**src/rtl/stepper_ramp_gen.sv**
```systemverilog
// Trapezoidal step-rate generator feeding the stepper phase sequencer.
// A move command (count + direction) produces one-cycle step pulses whose
// spacing ramps from START_PERIOD down to MIN_PERIOD, cruises, then ramps
// back up so the motor starts and stops without stalling.
module stepper_ramp_gen #(
    parameter int STEP_W       = 16,
    parameter int PERIOD_W     = 24,
    parameter int START_PERIOD = 200000,
    parameter int MIN_PERIOD   = 50000,
    parameter int ACCEL_DEC    = 1000
) (
    input  logic              clk,
    input  logic              rst,
    input  logic              start,
    input  logic              dir_in,
    input  logic [STEP_W-1:0] nsteps,
    input  logic              abort,
    output logic              step_pulse,
    output logic              dir,
    output logic              busy,
    output logic              done,
    output logic [STEP_W-1:0] steps_left
);

    typedef enum logic [2:0] {
        IDLE,
        ACCEL,
        CRUISE,
        DECEL,
        DONE
    } state_t;

    // Period constants, plus one-bit-wider copies so ramp arithmetic can
    // overshoot before being clamped instead of wrapping.
    localparam logic [PERIOD_W-1:0] START_P = PERIOD_W'(START_PERIOD);
    localparam logic [PERIOD_W-1:0] MIN_P   = PERIOD_W'(MIN_PERIOD);
    localparam logic [PERIOD_W-1:0] ONE_P   = PERIOD_W'(1);
    localparam logic [PERIOD_W:0]   START_X = (PERIOD_W+1)'(START_PERIOD);
    localparam logic [PERIOD_W:0]   MIN_X   = (PERIOD_W+1)'(MIN_PERIOD);
    localparam logic [PERIOD_W:0]   DEC_X   = (PERIOD_W+1)'(ACCEL_DEC);
    localparam logic [STEP_W-1:0]   ONE_S   = STEP_W'(1);

    state_t              state_q, state_d;
    logic [PERIOD_W-1:0] period_q, period_d;
    logic [PERIOD_W-1:0] timer_q, timer_d;
    logic [STEP_W-1:0]   ramp_cnt_q, ramp_cnt_d;
    logic [STEP_W-1:0]   steps_left_q, steps_left_d;
    logic                dir_q, dir_d;
    logic                busy_q, busy_d;
    logic                step_pulse_q, step_pulse_d;
    logic                done_q, done_d;

    logic [STEP_W-1:0]   rem;
    logic [PERIOD_W:0]   period_up;
    logic [PERIOD_W:0]   period_dn;
    logic [PERIOD_W-1:0] period_fast;

    // State register; reset parks the generator idle at the start-of-move rate.
    always_ff @(posedge clk) begin
        if (rst) begin
            state_q      <= IDLE;
            period_q     <= START_P;
            timer_q      <= '0;
            ramp_cnt_q   <= '0;
            steps_left_q <= '0;
            dir_q        <= 1'b0;
            busy_q       <= 1'b0;
            step_pulse_q <= 1'b0;
            done_q       <= 1'b0;
        end else begin
            state_q      <= state_d;
            period_q     <= period_d;
            timer_q      <= timer_d;
            ramp_cnt_q   <= ramp_cnt_d;
            steps_left_q <= steps_left_d;
            dir_q        <= dir_d;
            busy_q       <= busy_d;
            step_pulse_q <= step_pulse_d;
            done_q       <= done_d;
        end
    end

    // Command accept, interval timing and the accel/cruise/decel decision made at each step.
    always_comb begin
        state_d      = state_q;
        period_d     = period_q;
        timer_d      = timer_q;
        ramp_cnt_d   = ramp_cnt_q;
        steps_left_d = steps_left_q;
        dir_d        = dir_q;
        busy_d       = busy_q;
        step_pulse_d = 1'b0;
        done_d       = 1'b0;

        rem         = steps_left_q - ONE_S;
        period_up   = {1'b0, period_q} + DEC_X;
        period_dn   = {1'b0, period_q} - DEC_X;
        period_fast = (period_dn[PERIOD_W] || (period_dn < MIN_X)) ? MIN_P
                                                                    : period_dn[PERIOD_W-1:0];

        case (state_q)
            IDLE: begin
                if (start && (nsteps != '0)) begin
                    dir_d        = dir_in;
                    steps_left_d = nsteps;
                    period_d     = START_P;
                    timer_d      = START_P;
                    ramp_cnt_d   = '0;
                    busy_d       = 1'b1;
                    state_d      = ACCEL;
                end
            end
            ACCEL, CRUISE, DECEL: begin
                if (abort) begin
                    state_d      = IDLE;
                    busy_d       = 1'b0;
                    steps_left_d = '0;
                end else if (timer_q != ONE_P) begin
                    timer_d = timer_q - ONE_P;
                end else begin
                    step_pulse_d = 1'b1;
                    steps_left_d = rem;
                    if (rem == '0) begin
                        state_d = DONE;
                    end else if ((state_q == DECEL) || (rem <= ramp_cnt_q)) begin
                        state_d    = DECEL;
                        period_d   = (period_up > START_X) ? START_P : period_up[PERIOD_W-1:0];
                        ramp_cnt_d = (ramp_cnt_q == '0) ? '0 : ramp_cnt_q - ONE_S;
                    end else if (period_q > MIN_P) begin
                        period_d   = period_fast;
                        ramp_cnt_d = ramp_cnt_q + ONE_S;
                        state_d    = (period_fast == MIN_P) ? CRUISE : ACCEL;
                    end else begin
                        state_d = CRUISE;
                    end
                    timer_d = period_d;
                end
            end
            DONE: begin
                done_d  = 1'b1;
                busy_d  = 1'b0;
                state_d = IDLE;
            end
            default: begin
                state_d = IDLE;
            end
        endcase
    end

    assign step_pulse = step_pulse_q;
    assign dir        = dir_q;
    assign busy       = busy_q;
    assign done       = done_q;
    assign steps_left = steps_left_q;

endmodule

```
**config.mk**
```make
export PLATFORM = sky130hd
export DESIGN_NAME = stepper_ramp_gen
export DESIGN_NICKNAME = d
export VERILOG_FILES = /design/src/rtl/stepper_ramp_gen.sv
export SDC_FILE = /design/constraint.sdc
export NUM_CORES = 1
export LEC_CHECK = 0
export ABC_AREA = 0
export CAP_MARGIN = 30
export CORE_ASPECT_RATIO = 0.5
export CORE_MARGIN = 10
export CORE_UTILIZATION = 38
export CTS_CLUSTER_SIZE = 16
export DETAILED_ROUTE_END_ITERATION = 7
export PLACE_DENSITY = 0.61
export SKIP_LAST_GASP = 1
export SLEW_MARGIN = 20
export SYNTH_ARGS = -nofsm -noshare
export SYNTH_HDL_FRONTEND = slang
export SYNTH_SLANG_ARGS = --single-unit
```
**constraint.sdc**
```tcl
create_clock -name clk -period 4.2 [get_ports clk]
set_input_delay 1.26 -clock clk [delete_from_list [all_inputs] [get_ports clk]]
set_output_delay 1.26 -clock clk [all_outputs]
set_load 0.1 [all_outputs]
```
Word level (Yosys, flattened, before mapping)
Cells that the tools add are included.

storage, ports and cells
  logic and storage cells = 88
  ROM bits = 0
  bits in writable memories = 0
  output and inout bits = 20
  latch bits = 0
  flip-flop bits (word level) = 87
  memories = 0

operators by class
  reduce and logical (&&, ||, !) cells = 18
  mux-type cells = 37
  $add $sub $neg = 6
  div/mod/pow operators = 0
  shift operators = 0
  bitwise gates (word level) = 1
  magnitude comparators = 4
  multiply operators = 0
  eq/ne operators = 13

operator list
  kind                      count
  $mux W24                  10
  $mux W16                  10
  $pmux W24 S2              2
  $pmux W16 S2              2
  $logic_not A16 Y1         2
  $sub A16 B1 Y16 const B   2
  $add A24 B10 Y25 const B  1
  $gt A25 B18 Y1 const B    1
  $lt A25 B16 Y1 const B    1
  $sub A24 B10 Y25 const B  1
  $eq A24 B16 Y1 const B    1
  $gt A24 B16 Y1 const B    1
  $ne A24 B1 Y1 const B     1
  $sub A24 B1 Y24 const B   1
  $add A16 B1 Y16 const B   1
  $le A16 B16 Y1            1
  $reduce_bool A16 Y1       1
  $mux W3                   4
  $ne A2 B2 Y1 const B      5
  $reduce_and A3 Y1         3
  $eq A3 B2 Y1 const B      2
  $mux W2                   3
  $ne A3 B3 Y1 const B      2
  $pmux W3 S2               1
  other kinds (14)          20

Depth between registers and ports, before layout
  depth in word-level cells = 12
  mapped depth = 19
  mapped depth without buffers = 16

Least setup slack after synthesis
No wires, ideal clock.

  kind = register to register
  start point = reg steps_left_q[9] (netlist: steps_left[9])
  end point = reg ramp_cnt_q[11]
  buffers on the path = 2
  arrival time = 4.747 ns
  setup time = 0.071 ns
  data required time = 4.129 ns
  clock period less this slack = 4.817 ns
  setup slack = -0.617 ns
  cell stages (with the launch flop) = 18
  path through = dfxtp_1 > buf_6 > or4_4 > or3_1 > or4_1 > and2_4 > inv_1 > ha_1 > and4_1 > nor3b_1 > a211o_1 > o21ai_0 > clkbuf_1 > nand2_1 > nor4_1 > a31oi_1 > or3_1 > a21oi_1

on the way
  cells in the longest elaborated chain, start to end = 8
  elaborated cells between the ends (all ways) = 12

ends and longest elaborated chain
  what                    line  RTL
  from (decl)             47    logic [STEP_W-1:0] steps_left_q, steps_left_d;
  from (signal assigned)  75    steps_left_q <= steps_left_d;
  $sub A16 B1 Y16 *       95    rem = steps_left_q - ONE_S;
  $le A16 B16 Y1          125   end else if ((state_q == DECEL) || (rem <= ramp_cnt_q)) begin
  $logic_or A1 B1 Y1      125
  $mux W16                125
  $mux W16                123   if (rem == '0) begin
  $mux W16                118   end else if (timer_q != ONE_P) begin
  $mux W16                114   if (abort) begin
  $pmux W16 S2            101   case (state_q)
  to (signal assigned)    74    ramp_cnt_q <= ramp_cnt_d;
  to (decl)               46    logic [STEP_W-1:0] ramp_cnt_q, ramp_cnt_d;

Every way passes the cells marked *; elsewhere a longest branch is shown, timed or not. The select of a mux whose other input is x is not followed.
A chain may end at the register's enable or synchronous reset.

Final worst setup path
  start point = reg steps_left_q[8] (netlist: steps_left[8])
  end point = reg ramp_cnt_q[6]

The elaborated chain is that of the path after synthesis.

==> results.py <==
metrics = {
    "worst_setup_path": {
        "path_max_fanout": 6,
        "rr_endpoint": "ramp_cnt_q[6]$_SDFFE_PP0P_",
        "arrival_ns": 4.45,
        "worstSetupStartpointType": "flop",
        "end_kind": "flop",
        "critPathKind": "flop to flop",
        "ff2ff_path_depth": 17,
        "worstPathRequired_ns": 4.48,
        "r2r-start": "steps_left[8]$_SDFFE_PP0P_",
        "critPathLaunch": "steps_left[8]$_SDFFE_PP0P_",
        "rrSetupSlack_ns": 0.03,
    },
    "synth": {
        "ys_types": 83,
        "synth_top_area_share_pct": 24.4,
        "postSynthNetCount": 1052,
        "ys.flop_type": "dfxtp_1",
        "syn_inst": 1005,
        "yosysSeqAreaShare_pct": 24.4,
        "yosys_warnings": 0,
        "netlist_top_cells_area": "dfxtp_1 (24%), nand2_1 (6.1%), nor2_1 (4.9%)",
        "synth_largest_area_cell": "dfxtp_1",
        "async_reset_ff_share_pct": 0,
        "synth_edf_count": 0,
        "ys_ff_latch": 87,
        "yosysMostFrequentCell": "nand2_1",
        "synth.avg_cell_area_um2": 7.11,
        "synth.top_cells.by_count": "nand2_1 (117), nor2_1 (94), dfxtp_1 (87)",
        "syn_area_um2": 7140,
    },
    "clocking": {
        "cts_root_buf": "clkbuf_16",
        "clk_latency_ns": 0.36,
        "clock_path_buffers": 2,
        "cts_hold_buf": 0,
        "clkSinkCount": 87,
        "cts_max_level": 3,
        "clkTransAtPathRegs_ns": 0.07,
        "cts_tree": "built",
        "cts-buffers-inserted": 9,
    },
    "sta": {
        "hold_ws_ns": 0.458,
        "worst_pin_slew_ns": 1.00,
        "hold_viol": 0,
        "slew_violations": 0,
        "timing.final.crit_share_pct": 99.2,
        "setup_violations": 0,
        "fin_skew_ns": 0.0144,
        "relSlewSlack_pct": 33.0,
        "rsz0062_at_grt": "yes",
        "fmax_ghz": 0.240,
        "fin_setup_tns_ns": 0,
        "finalCriticalPeriod_ns": 4.17,
    },
    "floorplan": {
        "start_util_pct": 38.7,
        "die_h_um": 117,
        "io_pins": 41,
        "die_area_um2": 25000,
        "num_rows": 35,
        "core_um2": 18400,
        "fp.dieW_um": 214,
    },
    "place": {
        "io_buffer_count": 40,
        "hpwl_mm": 20.5,
        "placedCellCount": 1321,
        "routabilityCongestion": 0.966,
    },
    "detailed_routing": {
        "ant_nets": 0,
        "drt-wirelength-per-cell_um": 20.2,
        "dr.pass1.iters": 5,
        "drc": 0,
        "wl_mm": 27.2,
        "drt_iter0_drc": 889,
        "vias": 8334,
        "vias_per_cell": 6.19,
    },
    "power_and_ir_drop": {
        "ir_drop_uv": 226,
        "p_leak_nw": 3.27,
        "powerDensity_nw_per_um2": 402,
        "total_power_w": 0.00357,
    },
    "layout": {
        "antenna_cells": 0,
        "finalNetCount": 1129,
        "syn2layout_area_growth_pct": 24.3,
        "drive_gt1_share_pct": 17.3,
        "fin_cells": 1346,
    },
    "status": {
        "status": "completed",
    },
    "global_routing": {
        "grt_max_degree": 44,
        "antenna_found_initial": 0,
        "grt_pass1_vias": 7691,
        "grt_pass1_wl_mm": 42.4,
        "grt_overflow_total": 0,
        "grt_usage_pct": 21.3,
    },
    "min_path": {
        "hp-class": "flop to flop",
        "hold_depth": 2,
        "holdPathEnd": "dir$_SDFFE_PP0P_",
        "hp-start": "dir$_SDFFE_PP0P_",
    },
    "job": {
        "drv_cap": 0,
    },
}
[layout make-up]
type	instances	area [um^2]
timing repair buffer	135	1130
tap	259	324
sequential	87	1760
clock inverter	6	65.1
inverter	37	141
fill	1810	9560
clock buffer	10	250
multi-input combinational	812	5220
[per-layer routing]
| layer | share of wire [%] | up-vias | global-route usage [%] | wire, um |
|---|---|---|---|---|
| met3 | 8.3 | 53 | 3.46 | 2250 |
| met5 | 0 | - | 0 | 0 |
| met1 | 45 | 3964 | 28.9 | 12100 |
| met2 | 45 | 362 | 34.0 | 12200 |
| met4 | 2.2 | 0 | 6.38 | 595 |
| li1 | - | 3955 | - | - |
[cells by family (layout without fill, tap and decap cells)]
kind of cell	count (synthesis)	count (layout)	synth area share, %
AO/OA/AOI/OAI	321	321	30.4
XOR/XNOR	26	26	3.19
adder cells (fa/ha/maj)	26	26	4.55
buffers and inverters	106	188	5.80
flip-flops	87	87	24.4
multiplexers	2	2	0.280
AND/OR/NAND/NOR	437	437	31.4
[critical path, cell delays in order (launching register included)]
cell and delay [ns]:
dfxtp_2 0.32, or4_4 0.54, or3_4 0.37, or4_4 0.43, and2_4 0.19, inv_4 0.06
ha_4 0.19, and4_4 0.17, nor3b_2 0.16, a211o_1 0.26, buf_4 0.15, o21ai_4 0.18
buf_6 0.16, buf_4 0.16, nor2_1 0.06, or3_1 0.34, a211o_1 0.26, a21oi_1 0.11
[timing repair]
action                     CTS  global route
gates resized for setup     12            34
hold endpoints to repair     0             0
pin swaps                    2             6
setup endpoints to repair   24            54
buffers inserted             3             6
[flip-flops by register name, indices dropped and copies added (netlist names)]
| signal | count |
|---|---|
| timer_q | 24 |
| step_pulse | 1 |
| busy | 1 |
| ramp_cnt_q | 16 |
| dir | 1 |
| done | 1 |
| state_q | 3 |
| steps_left | 16 |
| period_q | 24 |
[placed cells by master (no fill, tap or decap), types with 12 or more instances in the layout]
| cell | synthesis | layout |
|---|---|---|
| nor3_1 | 38 | 36 |
| ha_1 | 26 | 25 |
| xor2_1 | 12 | 12 |
| nor2_1 | 94 | 88 |
| buf_4 | 0 | 93 |
| a31oi_1 | 20 | 20 |
| clkdlybuf4s50_1 | 0 | 37 |
| nand3_1 | 41 | 37 |
| nor4_1 | 29 | 26 |
| nand2_1 | 117 | 113 |
| inv_1 | 37 | 36 |
| o21a_1 | 13 | 12 |
| xnor2_1 | 14 | 14 |
| o21ai_0 | 65 | 61 |
| dfxtp_1 | 87 | 78 |
| a211oi_1 | 20 | 20 |
| a21oi_1 | 66 | 65 |
| or3_1 | 17 | 16 |
| a22oi_1 | 19 | 19 |
[stage by stage]
| step | utilization, % | setup WS, ns | instance area [um^2] |
|---|---|---|---|
| after floorplan | - | -0.00851 | 7220 |
| after global placement | 45.0 | 0.00526 | 8300 |
| after detailed placement | 45.0 | -0.192 | 8300 |
| after CTS | 47.1 | -0.00897 | 8690 |
| after global routing | 48.2 | -0.122 | 8880 |
| final | 48.2 | 0.0339 | 8880 |
[power by group]
part           internal [W]  switching [W]  total, W
clock              0.000499       0.000379  0.000878
combinational      0.000684        0.00109   0.00177
sequential         0.000873      0.0000487  0.000922
[worst max-delay path by stage]
stage	end	slack [ns]	cells past startpoint
2_1_floorplan	period_q[10]$_SDFFE_PP1P_	-0.009	18
3_3_place_gp	ramp_cnt_q[11]$_SDFFE_PP0P_	0.005	17
3_5_place_dp	timer_q[19]$_SDFFE_PP0P_	-0.19	17
4_1_cts	ramp_cnt_q[12]$_SDFFE_PP0P_	-0.009	17
5_1_grt	ramp_cnt_q[4]$_SDFFE_PP0P_	-0.12	18
6_report	ramp_cnt_q[6]$_SDFFE_PP0P_	0.03	17
No activity file was read; power rests on OpenSTA's default activity.
